File: config.mk
export PLATFORM = sky130hd
export DESIGN_NAME = multicycle_control_flat
export DESIGN_NICKNAME = d
export VERILOG_FILES = /design/src/rtl/multicycle_control_if.sv /design/src/rtl/multicycle_control.sv /design/src/flat_wrapper.sv
export SDC_FILE = /design/constraint.sdc
export NUM_CORES = 1
export LEC_CHECK = 0
export BUFFER_PORTS_ARGS = -buffer_cell sky130_fd_sc_hd__buf_2
export CAP_MARGIN = 25
export CORE_UTILIZATION = 55
export CTS_CLUSTER_DIAMETER = 120
export DETAILED_ROUTE_END_ITERATION = 12
export PLACE_DENSITY = 0.81
export REMOVE_ABC_BUFFERS = 1
export SYNTH_ARGS = -nofsm -noshare
export SYNTH_HDL_FRONTEND = slang
export SYNTH_SLANG_ARGS = --single-unit
File: constraint.sdc
create_clock -name clk -period 2.9 [get_ports clk]
set_clock_uncertainty 0.15 [all_clocks]
set_input_delay 0.145 -clock clk [delete_from_list [all_inputs] [get_ports clk]]
set_output_delay 0.145 -clock clk [all_outputs]
set_load 0.02 [all_outputs]
File: src/rtl/multicycle_control_if.sv
// Opcode handshake, datapath control and hold handshake bundle for multicycle_control.
interface multicycle_control_if #(
    parameter int OP_W  = 6,
    parameter int ALU_W = 4
);
    logic             op_valid;
    logic [OP_W-1:0]  op;
    logic             op_ready;
    logic             reg_dest;
    logic             alu_src;
    logic             mem_to_reg;
    logic [ALU_W-1:0] alu_ctrl;
    logic             reg_write;
    logic             mem_read;
    logic             mem_write;
    logic             branch;
    logic             jump;
    logic             hold;
    logic             unhold;
    logic             illegal;
    logic             timeout;

    modport master (
        output op_valid, op, unhold,
        input  op_ready, reg_dest, alu_src, mem_to_reg, alu_ctrl,
               reg_write, mem_read, mem_write, branch, jump, hold, illegal, timeout
    );

    modport slave (
        input  op_valid, op, unhold,
        output op_ready, reg_dest, alu_src, mem_to_reg, alu_ctrl,
               reg_write, mem_read, mem_write, branch, jump, hold, illegal, timeout
    );
endinterface

File: src/rtl/multicycle_control.sv
// Multi-cycle main control unit: accepts one opcode and sequences it with registered strobes.
// Define CTRL_HOLD_TIMEOUT_EN to abort MEM/SYS holds after HOLD_TIMEOUT cycles.
module multicycle_control #(
    parameter int OP_W         = 6,
    parameter int ALU_W        = 4,
    parameter int HOLD_TIMEOUT = 16
) (
    input  logic                 clk,
    input  logic                 rst,
    multicycle_control_if.slave  bus
);
    // state  | meaning
    // IDLE   | waiting for an opcode
    // DECODE | opcode latched, selects and alu_ctrl registered
    // EXEC   | ALU phase, branch/jump strobes
    // MEM    | memory access, held until unhold
    // WB     | register write-back
    // SYS    | system instruction, held until unhold
    typedef enum logic [2:0] {S_IDLE, S_DECODE, S_EXEC, S_MEM, S_WB, S_SYS} state_t;
    typedef enum logic [2:0] {
        C_RTYPE, C_ADDI, C_LOAD, C_STORE, C_BEQ, C_JUMP, C_SYS, C_ILLEGAL
    } cls_t;

    if (HOLD_TIMEOUT < 2 || OP_W < 5 || ALU_W < 3) begin : g_bad_param
        $error("multicycle_control: parameter out of range");
    end

    state_t           state, next_state;
    cls_t             cls;
    logic [OP_W-1:0]  op_q;
    logic             accept;

    logic             op_ready_q, op_ready_d;
    logic             reg_dest_q, reg_dest_d;
    logic             alu_src_q, alu_src_d;
    logic             mem_to_reg_q, mem_to_reg_d;
    logic [ALU_W-1:0] alu_ctrl_q, alu_ctrl_d;
    logic             reg_write_q, reg_write_d;
    logic             mem_read_q, mem_read_d;
    logic             mem_write_q, mem_write_d;
    logic             branch_q, branch_d;
    logic             jump_q, jump_d;
    logic             hold_q, hold_d;
    logic             illegal_q, illegal_d;

`ifdef CTRL_HOLD_TIMEOUT_EN
    localparam int CNT_W = $clog2(HOLD_TIMEOUT);
    logic [CNT_W-1:0] cnt_q, cnt_d;
    logic             expired_q, expired_d;
    logic             timeout_q;
`endif

    assign accept = bus.op_valid && op_ready_q;

    always_comb begin
        cls = C_ILLEGAL;
        case (op_q)
            OP_W'(0), OP_W'(1), OP_W'(2), OP_W'(3), OP_W'(4): cls = C_RTYPE;
            OP_W'(5):                                          cls = C_ADDI;
            OP_W'(10), OP_W'(11):                              cls = C_LOAD;
            OP_W'(12), OP_W'(13), OP_W'(14):                   cls = C_STORE;
            OP_W'(20):                                         cls = C_BEQ;
            OP_W'(21):                                         cls = C_JUMP;
            OP_W'(30), OP_W'(31):                              cls = C_SYS;
            default:                                           cls = C_ILLEGAL;
        endcase
    end

    // Outputs are computed from the current state and registered, so each phase
    // becomes visible one cycle after the state is entered.
    always_comb begin
        next_state   = state;
        op_ready_d   = 1'b0;
        reg_dest_d   = reg_dest_q;
        alu_src_d    = alu_src_q;
        mem_to_reg_d = mem_to_reg_q;
        alu_ctrl_d   = alu_ctrl_q;
        reg_write_d  = 1'b0;
        mem_read_d   = 1'b0;
        mem_write_d  = 1'b0;
        branch_d     = 1'b0;
        jump_d       = 1'b0;
        hold_d       = 1'b0;
        illegal_d    = 1'b0;
`ifdef CTRL_HOLD_TIMEOUT_EN
        cnt_d        = CNT_W'(HOLD_TIMEOUT - 1);
        expired_d    = 1'b0;
`endif
        case (state)
            S_IDLE: begin
                reg_dest_d   = 1'b0;
                alu_src_d    = 1'b0;
                mem_to_reg_d = 1'b0;
                alu_ctrl_d   = '0;
                op_ready_d   = !accept;
                if (accept) next_state = S_DECODE;
            end
            S_DECODE: begin
                reg_dest_d   = 1'b0;
                alu_src_d    = 1'b0;
                mem_to_reg_d = 1'b0;
                alu_ctrl_d   = '0;
                next_state   = S_EXEC;
                case (cls)
                    C_RTYPE: begin
                        reg_dest_d = 1'b1;
                        alu_ctrl_d = ALU_W'(op_q[2:0]);
                    end
                    C_ADDI:  alu_src_d = 1'b1;
                    C_LOAD: begin
                        alu_src_d    = 1'b1;
                        mem_to_reg_d = 1'b1;
                    end
                    C_STORE: alu_src_d = 1'b1;
                    C_BEQ:   alu_ctrl_d = ALU_W'(1);
                    C_SYS:   next_state = S_SYS;
                    C_ILLEGAL: begin
                        illegal_d  = 1'b1;
                        next_state = S_IDLE;
                    end
                    default: ;
                endcase
            end
            S_EXEC: begin
                branch_d = (cls == C_BEQ);
                jump_d   = (cls == C_JUMP);
                case (cls)
                    C_LOAD, C_STORE: next_state = S_MEM;
                    C_RTYPE, C_ADDI: next_state = S_WB;
                    default:         next_state = S_IDLE;
                endcase
            end
            S_MEM, S_SYS: begin
                hold_d      = 1'b1;
                mem_read_d  = (state == S_MEM) && (cls == C_LOAD);
                mem_write_d = (state == S_MEM) && (cls == C_STORE);
                if (bus.unhold)
                    next_state = (state == S_MEM && cls == C_LOAD) ? S_WB : S_IDLE;
`ifdef CTRL_HOLD_TIMEOUT_EN
                else if (cnt_q == '0) begin
                    // Aborted: skip WB so no register write follows
                    next_state = S_IDLE;
                    expired_d  = 1'b1;
                end
                cnt_d = cnt_q - CNT_W'(1);
`endif
            end
            S_WB: begin
                reg_write_d = 1'b1;
                next_state  = S_IDLE;
            end
            default: next_state = S_IDLE;
        endcase
    end

    always_ff @(posedge clk) begin
        if (rst) state <= S_IDLE;
        else     state <= next_state;
    end

    always_ff @(posedge clk) begin
        if (rst) begin
            op_q         <= '0;
            op_ready_q   <= 1'b1;
            reg_dest_q   <= 1'b0;
            alu_src_q    <= 1'b0;
            mem_to_reg_q <= 1'b0;
            alu_ctrl_q   <= '0;
            reg_write_q  <= 1'b0;
            mem_read_q   <= 1'b0;
            mem_write_q  <= 1'b0;
            branch_q     <= 1'b0;
            jump_q       <= 1'b0;
            hold_q       <= 1'b0;
            illegal_q    <= 1'b0;
        end else begin
            if (accept) op_q <= bus.op;
            op_ready_q   <= op_ready_d;
            reg_dest_q   <= reg_dest_d;
            alu_src_q    <= alu_src_d;
            mem_to_reg_q <= mem_to_reg_d;
            alu_ctrl_q   <= alu_ctrl_d;
            reg_write_q  <= reg_write_d;
            mem_read_q   <= mem_read_d;
            mem_write_q  <= mem_write_d;
            branch_q     <= branch_d;
            jump_q       <= jump_d;
            hold_q       <= hold_d;
            illegal_q    <= illegal_d;
        end
    end

`ifdef CTRL_HOLD_TIMEOUT_EN
    // timeout lands with op_ready, one cycle after the last hold cycle
    always_ff @(posedge clk) begin
        if (rst) begin
            cnt_q     <= '0;
            expired_q <= 1'b0;
            timeout_q <= 1'b0;
        end else begin
            cnt_q     <= cnt_d;
            expired_q <= expired_d;
            timeout_q <= expired_q;
        end
    end
    assign bus.timeout = timeout_q;
`else
    assign bus.timeout = 1'b0;
`endif

    assign bus.op_ready   = op_ready_q;
    assign bus.reg_dest   = reg_dest_q;
    assign bus.alu_src    = alu_src_q;
    assign bus.mem_to_reg = mem_to_reg_q;
    assign bus.alu_ctrl   = alu_ctrl_q;
    assign bus.reg_write  = reg_write_q;
    assign bus.mem_read   = mem_read_q;
    assign bus.mem_write  = mem_write_q;
    assign bus.branch     = branch_q;
    assign bus.jump       = jump_q;
    assign bus.hold       = hold_q;
    assign bus.illegal    = illegal_q;
endmodule

File: src/flat_wrapper.sv
// flat-port wrapper written by rule: the top's interface ports become plain ports
module multicycle_control_flat 
#(
    parameter int OP_W         = 6,
    parameter int ALU_W        = 4,
    parameter int HOLD_TIMEOUT = 16
)
  (clk, rst, bus_op_valid, bus_op, bus_unhold, bus_op_ready, bus_reg_dest, bus_alu_src, bus_mem_to_reg, bus_alu_ctrl, bus_reg_write, bus_mem_read, bus_mem_write, bus_branch, bus_jump, bus_hold, bus_illegal, bus_timeout);
  multicycle_control_if #(.OP_W(OP_W), .ALU_W(ALU_W)) bus_i ();
  input  logic clk;
  input  logic rst;
  input wire logic [$bits(bus_i.op_valid)-1:0] bus_op_valid;
  input wire logic [$bits(bus_i.op)-1:0] bus_op;
  input wire logic [$bits(bus_i.unhold)-1:0] bus_unhold;
  output wire logic [$bits(bus_i.op_ready)-1:0] bus_op_ready;
  output wire logic [$bits(bus_i.reg_dest)-1:0] bus_reg_dest;
  output wire logic [$bits(bus_i.alu_src)-1:0] bus_alu_src;
  output wire logic [$bits(bus_i.mem_to_reg)-1:0] bus_mem_to_reg;
  output wire logic [$bits(bus_i.alu_ctrl)-1:0] bus_alu_ctrl;
  output wire logic [$bits(bus_i.reg_write)-1:0] bus_reg_write;
  output wire logic [$bits(bus_i.mem_read)-1:0] bus_mem_read;
  output wire logic [$bits(bus_i.mem_write)-1:0] bus_mem_write;
  output wire logic [$bits(bus_i.branch)-1:0] bus_branch;
  output wire logic [$bits(bus_i.jump)-1:0] bus_jump;
  output wire logic [$bits(bus_i.hold)-1:0] bus_hold;
  output wire logic [$bits(bus_i.illegal)-1:0] bus_illegal;
  output wire logic [$bits(bus_i.timeout)-1:0] bus_timeout;
  assign bus_i.op_valid = bus_op_valid;
  assign bus_i.op = bus_op;
  assign bus_i.unhold = bus_unhold;
  assign bus_op_ready = bus_i.op_ready;
  assign bus_reg_dest = bus_i.reg_dest;
  assign bus_alu_src = bus_i.alu_src;
  assign bus_mem_to_reg = bus_i.mem_to_reg;
  assign bus_alu_ctrl = bus_i.alu_ctrl;
  assign bus_reg_write = bus_i.reg_write;
  assign bus_mem_read = bus_i.mem_read;
  assign bus_mem_write = bus_i.mem_write;
  assign bus_branch = bus_i.branch;
  assign bus_jump = bus_i.jump;
  assign bus_hold = bus_i.hold;
  assign bus_illegal = bus_i.illegal;
  assign bus_timeout = bus_i.timeout;
  multicycle_control #(.OP_W(OP_W), .ALU_W(ALU_W), .HOLD_TIMEOUT(HOLD_TIMEOUT)) u_core (.clk(clk), .rst(rst), .bus(bus_i));
endmodule
==> impl_table.tex, run 1 <==
\begin{tabular}{lr}
\hline
Metric & Value \\
\hline
\multicolumn{2}{l}{\textbf{Run status}} \\
\quad Run status & complete, no violations \\
\multicolumn{2}{l}{\textbf{Clock network}} \\
\quad Cells resized by post-CTS repair & 0 \\
\quad Hold Buf Count CTS & 3 \\
\quad Number of sinks handled by clock tree synthesis & 26 \\
\quad Number of setup buffers added after CTS & 0 \\
\quad CTS clock-pin slew for the worst setup and hold paths & 0.13 ns \\
\quad Library cell used as clock root buffer & sky130\_fd\_sc\_hd\_\_clkbuf\_4 \\
\quad Total CTS buffers & 3 \\
\quad Source-to-sink clock delay at the later pin of the worst-skew pair & 0.32 ns \\
\quad Maximum clock insertion buffer count & 2 \\
\quad TritonCTS clock tree & built \\
\quad Deepest level of the CTS H-tree & 1 \\
\multicolumn{2}{l}{\textbf{Power and ir drop}} \\
\quad Leakage power & 0.5432 nW \\
\quad Peak supply drop & 0.3554 mV \\
\quad Pwr/cell area & 607.0 nW/um2 \\
\multicolumn{2}{l}{\textbf{Global routing}} \\
\quad Total routing resource utilization after global routing & 0.2260 \\
\quad Leftover overflow at the end of global routing & 0 \\
\quad Number of antenna violations at the first check in global routing & 0 \\
\quad Number of global-route vias before repair & between 700 and 800 \\
\quad First-pass GRT wire length & 3.525 mm \\
\quad Maximum number of pins on one net before global-route repair & 17 \\
\multicolumn{2}{l}{\textbf{Timing}} \\
\quad Final worst slack & 1.021 ns \\
\quad Final period util & 0.6479 \\
\quad Peak Freq & 0.5322 GHz \\
\quad Final hold violation count & 0 \\
\quad Final max-slew violation count & 0 \\
\quad Final-layout worst hold slack & 0.08922 ns \\
\quad Total negative slack & 0 ns \\
\quad Minimum clock period after layout & 1.879 ns \\
\quad RSZ-0062 raised after global routing & no \\
\quad Endpoints failing setup & 0 \\
\multicolumn{2}{l}{\textbf{Finish}} \\
\quad Proportion of layout cells with a drive suffix above 1 & 0.2230 \\
\quad Area of all placed cells without fillers & 1295 um2 \\
\quad Filler cell count in the final layout & around 150 \\
\quad Post-layout util & 0.7113 \\
\quad Antenna diode count & 0 \\
\quad \# nets final & $\sim$160 \\
\quad Layout overhead on the synthesized area & 15.77\% \\
\multicolumn{2}{l}{\textbf{Drt}} \\
\quad Vias per inst & 5.798 \\
\quad WL per Instance & 12.82 um \\
\quad Aggregate routed wire length & 2.218 mm \\
\quad Final routed DRC violation total & 0 \\
\quad Post-route ant nets & 0 \\
\quad Number of violations reported at the end of detailed-routing iteration 0 & 37 \\
\quad First-pass detailed-route iteration total & 4 \\
\quad Via total after detailed routing & 1003 \\
\multicolumn{2}{l}{\textbf{Synth}} \\
\quad Cell types with the largest area share after synthesis & sky130\_fd\_sc\_hd\_\_dfxtp\_1, sky130\_fd\_sc\_hd\_\_nand2\_1, sky130\_fd\_sc\_hd\_\_and4b\_1 \\
\quad Syn Area/Cell & 8.878 um2 \\
\quad Sequential fraction of the synthesis area & 0.4653 \\
\quad Cell area after technology mapping & about 1100 um2 \\
\quad Synth cell types & 36 \\
\quad Most common flop cell mapped by yosys & sky130\_fd\_sc\_hd\_\_dfxtp\_1 \\
\quad Post-synth EDFFs & 0 \\
\quad Total of flip-flops plus latches after synthesis & 26 \\
\quad Share of synthesized flip-flops with an asynchronous set or reset & 0 \\
\quad Most area-hungry cell type in the Yosys netlist & sky130\_fd\_sc\_hd\_\_dfxtp\_1 \\
\quad Post-Synthesis Cells & 126 \\
\quad Yosys warns & 0 \\
\quad Proportion of netlist area held by the largest area contributor & 0.4653 \\
\multicolumn{2}{l}{\textbf{Floorplanning}} \\
\quad Overall die area & 2218 um2 \\
\quad Chip width & 47.10 um \\
\quad Area of the core & 1821 um2 \\
\quad Y dimension of the die & between 40 and 50 um \\
\quad I/O pin cnt & 26 \\
\quad Initial cell density of the core & 0.6144 \\
\quad Std-Cell Rows & 15 \\
\multicolumn{2}{l}{\textbf{Placed design}} \\
\quad Post-DP HPWL & 1.561 mm \\
\quad Total of buffers placed on input and output ports & 23 \\
\quad Place WS & 1.247 ns \\
\quad Final estimated routing congestion in global placement & 0.8116 \\
\quad Dpl cell area & 1212 um2 \\
\multicolumn{2}{l}{\textbf{Critical path}} \\
\quad Highest net fanout along the worst path & 16 \\
\quad Startpoint type of the worst setup path & input pin \\
\quad Data arrival time of the critical path & 1.95 ns \\
\quad Kind of critical path & in2reg \\
\quad Worst setup EP type & register \\
\quad Data required time at the worst endpoint & around 3.0 ns \\
\multicolumn{2}{l}{\textbf{Worst hold path}} \\
\quad Worst min-delay path class & in2reg \\
\multicolumn{2}{l}{\textbf{Job}} \\
\quad Max-Cap Viols & 0 \\
\hline
\end{tabular}
cell usage after synthesis, types with 2 or more instances:
master,instances
sky130_fd_sc_hd__dfxtp_1,26
sky130_fd_sc_hd__nand2_1,16
sky130_fd_sc_hd__a21oi_1,7
sky130_fd_sc_hd__nand3_1,6
sky130_fd_sc_hd__nor2_1,6
sky130_fd_sc_hd__a31oi_1,5
sky130_fd_sc_hd__and4b_1,5
sky130_fd_sc_hd__clkbuf_1,5
sky130_fd_sc_hd__inv_1,5
sky130_fd_sc_hd__nor3_1,5
sky130_fd_sc_hd__a31o_2,4
sky130_fd_sc_hd__nor3b_1,3
sky130_fd_sc_hd__nor4_1,3
sky130_fd_sc_hd__o22ai_1,3
sky130_fd_sc_hd__buf_4,2
sky130_fd_sc_hd__buf_6,2
sky130_fd_sc_hd__nand2b_1,2
sky130_fd_sc_hd__nand4b_1,2
sky130_fd_sc_hd__nor2b_1,2
power breakdown:
part	switching (mW)	total (mW)	internal, mW	leakage, nW
Sequential	0.0403	0.421	0.380	0.212
Combinational	0.0688	0.122	0.0530	0.303
Clock	0.104	0.244	0.140	0.0279
Total	0.213	0.786	0.573	0.543
path summary, 6_finish.rpt:
| path | endpoint | startpoint | depth (start not counted) | slack, ns |
|---|---|---|---|---|
| worst min-delay path | register | bus_op[0] | 4 | 0.09 |
| worst max register to register | register | u_core.bus.op_ready | 4 | 1.20 |
| worst min register to register | u_core.bus.alu_ctrl[2] | u_core.bus.alu_ctrl[2] | 2 | 0.31 |
| worst max-delay path | register | rst | 7 | 1.02 |
cell families (layout without fill, tap and decap cells):
kind of cell	count (synthesis)	in the layout	share of synthesized area
flops	26	26	0.4653
xor+xnor	1	1	0.007831
other cells	1	2	0.003352
compound gates	27	27	0.1656
simple gates	57	57	0.2908
buf+inv	14	35	0.06711
worst max-delay path, cell delays in order:
cell and delay, ns:
sky130_fd_sc_hd__dlygate4sd3_1 0.53, sky130_fd_sc_hd__buf_2 0.21, sky130_fd_sc_hd__inv_1 0.24, sky130_fd_sc_hd__a31oi_1 0.19
sky130_fd_sc_hd__inv_1 0.16, sky130_fd_sc_hd__nand3_1 0.10, sky130_fd_sc_hd__a311o_1 0.37
layout make-up:
type | instances | area, um2 | share of cell area
sequential | 26 | 520.5 | 0.4019
clock inverter | 1 | 30.03 | 0.02319
multi-input combinational | 87 | 526.8 | 0.4068
tap | 25 | 31.28 | 0.02415
timing repair buffer | 26 | 145.1 | 0.1121
clock buffer | 3 | 22.52 | 0.01739
inverter | 5 | 18.77 | 0.01449
layer usage:
metal  track usage  vias to the layer above  part of all wire
met2        0.3611                       41              0.47
met4       0.05143                        0            0.0068
met3       0.05769                        2             0.050
li1              -                      493                 -
met5             0                        -                 0
met1        0.3075                      467              0.47
cell usage in the layout, fill, tap and decap left out, drive strengths merged, types with 2 or more instances in the layout:
master,synthesis,layout
nand2,16,16
nand3,6,6
nor2b,2,2
a31o,4,4
nor4,3,3
inv,5,5
nor3,5,5
and4b,5,5
nand4b,2,2
clkbuf,5,3
nor3b,3,3
buf,4,23
conb,1,2
a31oi,5,5
nor2,6,6
nand2b,2,2
a21oi,8,8
dfxtp,26,26
dlygate4sd3,0,3
o22ai,3,3
stage by stage:
step / cells / total power [mW]
floorplan: 118 / 0.5040
global placement: 166 / 0.5405
global route: 173 / 0.8233
CTS: 173 / 0.7894
finish: 173 / 0.7861
detailed placement: 166 / 0.5438
Power figures use the tool's default switching activity.
==> run 2: changes to the inputs <==
--- a/config.mk
+++ b/config.mk
@@ -5,12 +5,13 @@
 export SDC_FILE = /design/constraint.sdc
 export NUM_CORES = 1
 export LEC_CHECK = 0
+export ABC_AREA = 1
 export BUFFER_PORTS_ARGS = -buffer_cell sky130_fd_sc_hd__buf_2
 export CAP_MARGIN = 25
-export CORE_UTILIZATION = 55
+export CORE_UTILIZATION = 52
 export CTS_CLUSTER_DIAMETER = 120
 export DETAILED_ROUTE_END_ITERATION = 12
-export PLACE_DENSITY = 0.81
+export PLACE_DENSITY = 0.77
 export REMOVE_ABC_BUFFERS = 1
 export SYNTH_ARGS = -nofsm -noshare
 export SYNTH_HDL_FRONTEND = slang
==> constraint.sdc (replaced) <==
create_clock -name clk -period 1.89 [get_ports clk]
set_clock_uncertainty 0.15 [all_clocks]
set_input_delay 0.0945 -clock clk [delete_from_list [all_inputs] [get_ports clk]]
set_output_delay 0.0945 -clock clk [all_outputs]
set_load 0.02 [all_outputs]
==> impl_table.tex, run 2 <==
\begin{tabular}{lr}
\hline
Metric & Value \\
\hline
\multicolumn{2}{l}{\textbf{Run status}} \\
\quad Run status & complete, no violations \\
\multicolumn{2}{l}{\textbf{Global routing}} \\
\quad First-pass GRT wire length & 4.133 mm (+17\%) \\
\quad Number of global-route vias before repair & 1024 (+29\%) \\
\quad Number of antenna violations at the first check in global routing & 0 (unchanged) \\
\quad Leftover overflow at the end of global routing & 0 (unchanged) \\
\quad Maximum number of pins on one net before global-route repair & 16 (-1) \\
\quad Total routing resource utilization after global routing & 0.2145 (-0.01149) \\
\multicolumn{2}{l}{\textbf{Synth}} \\
\quad Cell area after technology mapping & 1185 um2 (+5.9\%) \\
\quad Total of flip-flops plus latches after synthesis & 26 (unchanged) \\
\quad Most common cell in the synthesized netlist & sky130\_fd\_sc\_hd\_\_nand2\_1 \\
\quad Post-synth EDFFs & 0 (unchanged) \\
\quad Syn Area/Cell & 7.053 um2 (-21\%) \\
\quad Most area-hungry cell type in the Yosys netlist & sky130\_fd\_sc\_hd\_\_dfxtp\_1 \\
\quad Share of synthesized flip-flops with an asynchronous set or reset & 0 (unchanged) \\
\quad Yosys warns & 0 (unchanged) \\
\quad Most common flop cell mapped by yosys & sky130\_fd\_sc\_hd\_\_dfxtp\_1 \\
\quad Commonest cells in the netlist & sky130\_fd\_sc\_hd\_\_nand2\_1, sky130\_fd\_sc\_hd\_\_nand3\_1, sky130\_fd\_sc\_hd\_\_dfxtp\_1 \\
\quad Post-Synthesis Cells & 168 (+33\%) \\
\quad Synth cell types & 21 (-42\%) \\
\quad Sequential fraction of the synthesis area & 0.4393 (-0.02604) \\
\quad Proportion of netlist area held by the largest area contributor & 0.4393 (-0.02604) \\
\quad Cell types with the largest area share after synthesis & sky130\_fd\_sc\_hd\_\_dfxtp\_1, sky130\_fd\_sc\_hd\_\_nand2\_1, sky130\_fd\_sc\_hd\_\_nand3\_1 \\
\multicolumn{2}{l}{\textbf{Finish}} \\
\quad Most frequent standard cell in the layout excluding fill and tap cells & sky130\_fd\_sc\_hd\_\_nand2\_1 \\
\quad Proportion of layout cells with a drive suffix above 1 & 0.1949 (-0.02810) \\
\quad Filler cell count in the final layout & 194 (+28\%) \\
\quad Antenna diode count & 0 (unchanged) \\
\quad \# nets final & 206 (+30\%) \\
\quad Commonest non-fill, non-tap cells in the layout & sky130\_fd\_sc\_hd\_\_nand2\_1, sky130\_fd\_sc\_hd\_\_nand3\_1, sky130\_fd\_sc\_hd\_\_dfxtp\_1 \\
\quad Layout overhead on the synthesized area & 17.21\% \\
\quad Area of all placed cells without fillers & 1389 um2 (+7.2\%) \\
\multicolumn{2}{l}{\textbf{Clock network}} \\
\quad Cells resized by post-CTS repair & 0 (unchanged) \\
\quad Source-to-sink clock delay at the later pin of the worst-skew pair & 0.31 ns (about the same) \\
\quad Maximum clock insertion buffer count & 2 (unchanged) \\
\quad TritonCTS clock tree & built \\
\quad Total CTS buffers & 3 (unchanged) \\
\quad Library cell used as clock root buffer & sky130\_fd\_sc\_hd\_\_clkbuf\_4 \\
\quad Number of sinks handled by clock tree synthesis & 26 (unchanged) \\
\quad Deepest level of the CTS H-tree & 1 (unchanged) \\
\quad CTS clock-pin slew for the worst setup and hold paths & 0.14 ns (about the same) \\
\multicolumn{2}{l}{\textbf{Timing}} \\
\quad Total negative slack & 0 ns (unchanged) \\
\quad Minimum clock period after layout & 1.544 ns \\
\quad Final hold violation count & 0 (unchanged) \\
\quad Final period util & 0.8167 \\
\quad Endpoints failing setup & 0 (unchanged) \\
\quad Final worst slack & 0.3465 ns (-0.6745 ns) \\
\quad RSZ-0062 raised after global routing & no \\
\quad Final max-slew violation count & 0 (unchanged) \\
\quad Peak Freq & 0.6479 GHz \\
\multicolumn{2}{l}{\textbf{Worst hold path}} \\
\quad Origin of the worst min-delay path & bus\_op[0] \\
\quad Hold Crit Endpoint & u\_core.op\_q[0] \\
\quad Worst min-delay path class & in2reg \\
\quad Hold Crit Depth & 3 (-1) \\
\multicolumn{2}{l}{\textbf{Critical path}} \\
\quad Cell type group with the largest total delay on the critical path & buffers and inverters \\
\quad Worst setup EP type & register \\
\quad Number of cells on the critical path & 3 (-4) \\
\quad Worst Reg-to-Reg Cells & 3 (-1) \\
\quad Kind of critical path & reg2reg \\
\quad Highest net fanout along the worst path & 8 (-8) \\
\quad Data required time at the worst endpoint & 2.00 ns (-0.97 ns) \\
\quad Slowest stage cell, crit path & sky130\_fd\_sc\_hd\_\_dlygate4sd3\_1 \\
\quad Slowest Stage Delay on Critical Path & 0.57 ns (+0.04 ns) \\
\quad Data arrival time of the critical path & 1.65 ns (-0.30 ns) \\
\quad FF-to-FF End & u\_core.op\_q[5] \\
\quad Start of the worst register-to-register path & u\_core.bus.op\_ready \\
\quad Worst path cell trace & nand3\_1 > dlygate4sd3\_1 > a21oi\_1 \\
\quad CP Buf/Inv Count & 1 (-3) \\
\quad Internal reg-to-reg setup slack & 0.35 ns (-0.85 ns) \\
\quad Crit path from & u\_core.bus.op\_ready \\
\quad Startpoint type of the worst setup path & register \\
\multicolumn{2}{l}{\textbf{Placed design}} \\
\quad Post-DP HPWL & 1.852 mm (+19\%) \\
\quad Total of buffers placed on input and output ports & 23 (unchanged) \\
\quad Final estimated routing congestion in global placement & 0.9067 (+12\%) \\
\quad Place WS & 0.4518 ns (-0.7956 ns) \\
\quad Dpl cell area & 1286 um2 (+6.1\%) \\
\multicolumn{2}{l}{\textbf{Drt}} \\
\quad Number of violations reported at the end of detailed-routing iteration 0 & 24 (-35\%) \\
\quad Final routed DRC violation total & 0 (unchanged) \\
\quad First-pass detailed-route iteration total & 4 (unchanged) \\
\quad Aggregate routed wire length & 2.403 mm (+8.3\%) \\
\quad Vias per inst & 5.122 (-12\%) \\
\quad WL per Instance & 10.82 um (-16\%) \\
\quad Via total after detailed routing & 1137 (+13\%) \\
\quad Post-route ant nets & 0 (unchanged) \\
\multicolumn{2}{l}{\textbf{Floorplanning}} \\
\quad Initial cell density of the core & 0.5803 (-0.03416) \\
\quad Overall die area & 2474 um2 (+12\%) \\
\quad Chip width & 49.74 um (+5.6\%) \\
\quad Std-Cell Rows & 16 (+1) \\
\quad Area of the core & 2042 um2 (+12\%) \\
\quad Y dimension of the die & 49.74 um (+5.6\%) \\
\quad I/O pin cnt & 26 (unchanged) \\
\multicolumn{2}{l}{\textbf{Power and ir drop}} \\
\quad Fraction of power consumed by sequential logic & 0.448 (-0.087) \\
\quad Clock network power share & 0.233 (-0.077) \\
\quad Fraction of power consumed by combinational cells & 0.319 (+0.164) \\
\quad Peak supply drop & 0.7229 mV (+100\%) \\
\quad Int Pwr & 1.017 mW (+77\%) \\
\quad Leakage power & 0.7097 nW (+31\%) \\
\quad Sw Ratio & 0.3724 (+0.1015) \\
\quad Net Sw Power & 0.6033 mW (+180\%) \\
\quad Pwr/cell area & 1167 nW/um2 (+92\%) \\
\multicolumn{2}{l}{\textbf{Job}} \\
\quad Max-Cap Viols & 0 (unchanged) \\
\hline
\end{tabular}
## run 2: changes by cell type after synthesis, moves of 11 or more
cell | before | now
sky130_fd_sc_hd__inv_1 | 5 | 19
sky130_fd_sc_hd__nand3_1 | 6 | 27
sky130_fd_sc_hd__nor2_1 | 6 | 17
sky130_fd_sc_hd__nand2_1 | 16 | 43
## run 2: how the worst max path moves through the flow
stage,to
2_1_floorplan,register
3_3_place_gp,register
3_5_place_dp,register
4_1_cts,u_core.op_q[5]
5_1_grt,u_core.op_q[5]
6_report,u_core.op_q[5]
## run 2: power by group through the flow
stage	Clock, mW	Combinational (mW)	Sequential, mW
after floorplan	0	0.360	0.747
after global placement	0	0.492	0.734
after detailed placement	0	0.503	0.737
after CTS	0.382	0.515	0.724
after global routing	0.403	0.588	0.742
final	0.377	0.517	0.726
## run 2: metrics by stage
step	utilization	power [mW]	hold slack [ns]	cells
after floorplan	-	1.107	0.01357	163
after global placement	0.6299	1.226	0.2189	213
after detailed placement	0.6299	1.240	0.2363	213
after CTS	0.6801	1.622	0.00001479	222
after global routing	0.6801	1.733	0.02304	222
final	0.6801	1.620	0.002768	222
## run 2: tightest hold or removal path, delay by kind of cell
kind	cells	cell delay, ns
AO/OA/AOI/OAI	1	0.12
AND/OR/NAND/NOR	1	0.14
buffers and inverters	1	0.08
## run 2: metal layers
metal / GRT usage / up-vias / share of wire
met5: 0 / - / 0
met3: 0.03086 / 4 / 0.044
met2: 0.3896 / 37 / 0.51
li1: - / 583 / -
met4: 0.06190 / 0 / 0.0075
met1: 0.2581 / 513 / 0.44
## run 2: cell families (layout without fill, tap and decap cells)
| logic type | Yosys count | count (layout) | synth area share |
|---|---|---|---|
| buffers and inverters | 28 | 54 | 0.1130 |
| and+or+nand+nor | 101 | 101 | 0.3875 |
| AOI/OAI and AO/OA | 12 | 12 | 0.05703 |
| other | 1 | 2 | 0.003165 |
| DFF | 26 | 26 | 0.4393 |
## run 2: final cells by class
class                      count  area (um2)  area share
multi-input combinational    115       534.3      0.3847
sequential                    26       520.5      0.3748
timing repair buffer          28       165.2      0.1189
inverter                      22       82.58     0.05946
tap                           27       33.78     0.02432
clock inverter                 1       30.03     0.02162
clock buffer                   3       22.52     0.01622
## run 2: timing repair
item,CTS,global route
buffers inserted,0,0
hold endpoints to repair,13,0
hold buffers,5,0
setup endpoints to repair,0,0
==> run 3: changes to the inputs <==
--- a/config.mk
+++ b/config.mk
@@ -5,13 +5,13 @@
 export SDC_FILE = /design/constraint.sdc
 export NUM_CORES = 1
 export LEC_CHECK = 0
-export ABC_AREA = 1
+export ABC_AREA = 0
 export BUFFER_PORTS_ARGS = -buffer_cell sky130_fd_sc_hd__buf_2
 export CAP_MARGIN = 25
-export CORE_UTILIZATION = 52
+export CORE_UTILIZATION = 51
 export CTS_CLUSTER_DIAMETER = 120
 export DETAILED_ROUTE_END_ITERATION = 12
-export PLACE_DENSITY = 0.77
+export PLACE_DENSITY = 0.76
 export REMOVE_ABC_BUFFERS = 1
 export SYNTH_ARGS = -nofsm -noshare
 export SYNTH_HDL_FRONTEND = slang
==> constraint.sdc (replaced) <==
create_clock -name clk -period 1.5 [get_ports clk]
set_clock_uncertainty 0.15 [all_clocks]
set_input_delay 0.075 -clock clk [delete_from_list [all_inputs] [get_ports clk]]
set_output_delay 0.075 -clock clk [all_outputs]
set_load 0.02 [all_outputs]
==> impl_table.tex, run 3 (synthesis results as in run 1) <==
\begin{tabular}{lr}
\hline
Metric & Value \\
\hline
\multicolumn{2}{l}{\textbf{Placed design}} \\
\quad Post-DP HPWL & 1.818 mm (-1.8\%) \\
\quad Number of cells in the design after placement & 178 (-16\%) \\
\quad Total of buffers placed on input and output ports & 23 (unchanged) \\
\quad Final estimated routing congestion in global placement & 0.8264 (-8.9\%) \\
\multicolumn{2}{l}{\textbf{Global routing}} \\
\quad Leftover overflow at the end of global routing & 0 (unchanged) \\
\quad Number of antenna violations at the first check in global routing & 0 (unchanged) \\
\quad Maximum number of pins on one net before global-route repair & 15 (-1) \\
\quad Number of global-route vias before repair & 994 (-2.9\%) \\
\quad Total routing resource utilization after global routing & 0.2266 (+0.01212) \\
\quad First-pass GRT wire length & 4.222 mm (+2.2\%) \\
\multicolumn{2}{l}{\textbf{Critical path}} \\
\quad Slowest Stage Delay on Critical Path & 0.39 ns (-0.18 ns) \\
\quad Worst Reg-to-Reg Cells & 5 (+2) \\
\quad Kind of critical path & reg2reg \\
\quad Startpoint type of the worst setup path & register \\
\quad Start of the worst register-to-register path & u\_core.bus.op\_ready \\
\quad Worst path cell trace & clkbuf\_2 > and4b\_1 > a31o\_2 > o211ai\_1 > nand4b\_1 \\
\quad Data required time at the worst endpoint & 1.55 ns (-0.45 ns) \\
\quad Number of cells on the critical path & 5 (+2) \\
\quad Worst setup EP type & register \\
\quad Highest net fanout along the worst path & 6 (-2) \\
\quad Cell type group with the largest total delay on the critical path & compound AO/OA/AOI/OAI gates \\
\quad CP Buf/Inv Count & 1 (unchanged) \\
\quad Data arrival time of the critical path & 1.57 ns (-0.08 ns) \\
\quad Slowest stage cell, crit path & sky130\_fd\_sc\_hd\_\_dfxtp\_4 \\
\quad Crit path from & u\_core.bus.op\_ready \\
\quad Internal reg-to-reg setup slack & -0.02 ns (-0.36 ns) \\
\multicolumn{2}{l}{\textbf{Finish}} \\
\quad Area used by multi-input combinational logic & 559.3 um2 (+4.7\%) \\
\quad Filler cell count in the final layout & 159 (-18\%) \\
\quad Commonest non-fill, non-tap cells in the layout & sky130\_fd\_sc\_hd\_\_dfxtp\_1, sky130\_fd\_sc\_hd\_\_buf\_2, sky130\_fd\_sc\_hd\_\_nand2\_1 \\
\quad Area used by sequential logic in the layout & 526.8 um2 (+1.2\%) \\
\quad Proportion of layout cells with a drive suffix above 1 & 0.3250 (+0.1301) \\
\quad Antenna diode count & 0 (unchanged) \\
\quad Filler-free cell count of the finished design & 187 (-16\%) \\
\quad Layout overhead on the synthesized area & 26.06\% \\
\quad \# nets final & 171 (-17\%) \\
\multicolumn{2}{l}{\textbf{Timing}} \\
\quad Final worst slack & -0.01793 ns (-0.3644 ns) \\
\quad Peak Freq & 0.6588 GHz (+1.7\%) \\
\quad Final max-slew violation count & 0 (unchanged) \\
\quad Endpoints failing setup & 1 (+1) \\
\quad Minimum clock period after layout & 1.518 ns (-0.02560 ns) \\
\quad Final period util & 1.012 (+0.1953) \\
\quad Final hold violation count & 0 (unchanged) \\
\quad Final-layout worst hold slack & 0.01963 ns (+0.01686 ns) \\
\multicolumn{2}{l}{\textbf{Floorplanning}} \\
\quad Y dimension of the die & 48.83 um (-1.8\%) \\
\quad Std-Cell Rows & 16 (unchanged) \\
\quad Chip width & 48.83 um (-1.8\%) \\
\quad Initial cell density of the core & 0.5588 (-0.02152) \\
\quad Overall die area & 2384 um2 (-3.6\%) \\
\quad I/O pin cnt & 26 (unchanged) \\
\quad Area of the core & 2002 um2 (-2.0\%) \\
\multicolumn{2}{l}{\textbf{Power and ir drop}} \\
\quad Leakage power & 0.6028 nW (-15\%) \\
\quad Peak supply drop & 0.7531 mV (+4.2\%) \\
\quad Pwr/cell area & 1044 nW/um2 (-11\%) \\
\multicolumn{2}{l}{\textbf{Clock network}} \\
\quad Maximum clock insertion buffer count & 2 (unchanged) \\
\quad Deepest level of the CTS H-tree & 1 (unchanged) \\
\quad Number of sinks handled by clock tree synthesis & 26 (unchanged) \\
\quad Library cell used as clock root buffer & sky130\_fd\_sc\_hd\_\_clkbuf\_4 \\
\quad CTS clock-pin slew for the worst setup and hold paths & 0.14 ns (about the same) \\
\quad Source-to-sink clock delay at the later pin of the worst-skew pair & 0.31 ns (about the same) \\
\quad TritonCTS clock tree & built \\
\quad Total CTS buffers & 3 (unchanged) \\
\multicolumn{2}{l}{\textbf{Worst hold path}} \\
\quad Worst min-delay path class & in2reg \\
\multicolumn{2}{l}{\textbf{Run status}} \\
\quad Run status & complete, but fails checks \\
\quad Violated checks & setup timing \\
\multicolumn{2}{l}{\textbf{Drt}} \\
\quad WL per Instance & 14.75 um (+36\%) \\
\quad First-pass detailed-route iteration total & 5 (+1) \\
\quad Aggregate routed wire length & 2.759 mm (+15\%) \\
\quad Post-route ant nets & 0 (unchanged) \\
\quad Vias per inst & 5.765 (+13\%) \\
\quad Number of violations reported at the end of detailed-routing iteration 0 & 32 (+33\%) \\
\quad Via total after detailed routing & 1078 (-5.2\%) \\
\quad Final routed DRC violation total & 0 (unchanged) \\
\multicolumn{2}{l}{\textbf{Job}} \\
\quad Max-Cap Viols & 0 (unchanged) \\
\hline
\end{tabular}
==> run 3: final cells by class <==
type | instances | share of cell area
Timing Repair Buffer | 38 | 0.1668
Tap cell | 27 | 0.02396
Clock buffer | 4 | 0.02573
Multi-Input combinational cell | 87 | 0.3966
Sequential cell | 26 | 0.3736
Inverter | 5 | 0.01331
==> run 3: worst min path at each step <==
stage,startpoint,endpoint,depth (start not counted)
after floorplan,rst,u_core.bus.alu_ctrl[0],1
after global placement,bus_op[5],u_core.op_q[5],3
after detailed placement,bus_op[5],u_core.op_q[5],3
after CTS,bus_op[0],u_core.op_q[0],3
after global routing,bus_op[0],register,4
final,bus_op[0],register,4
==> run 3: power breakdown <==
| part | switching (mW) | total (mW) | internal, mW |
|---|---|---|---|
| registers | 0.0627 | 0.801 | 0.739 |
| clock network | 0.199 | 0.347 | 0.148 |
| logic | 0.176 | 0.323 | 0.147 |
==> run 3: routing by layer <==
layer | global-route usage | part of all wire | up-vias
met5 | 0 | 0 | -
met4 | 0.06863 | 0.021 | 0
met1 | 0.2529 | 0.39 | 495
li1 | - | - | 522
met2 | 0.4236 | 0.52 | 53
met3 | 0.04984 | 0.077 | 8
==> run 3: metrics by stage <==
stage	TNS [ns]	setup slack [ns]	cell area, um2	util	total power [mW]
floorplan	-0.2719	-0.1266	1066	-	0.9743
global placement	-0.08494	-0.04251	1290	0.6444	1.087
detailed placement	-0.3273	-0.1274	1290	0.6444	1.097
CTS	0	0.003538	1379	0.6888	1.449
global route	-0.05561	-0.04806	1410	0.7044	1.542
finish	-0.01793	-0.01793	1410	0.7044	1.471
==> run 3: tightest hold or removal path, cell delays in order <==
cell                      delay [ns]
sky130_fd_sc_hd__buf_2          0.10
sky130_fd_sc_hd__nand2_1        0.07
sky130_fd_sc_hd__nand3_2        0.07
sky130_fd_sc_hd__a311o_1        0.14
==> run 3: repair_timing <==
item | CTS | global route
setup buffers | 0 | 1
pin swaps | 0 | 2
setup endpoints to repair | 3 | 7
resized for setup | 5 | 6
hold endpoints to repair | 7 | 0
hold buffers | 4 | 0
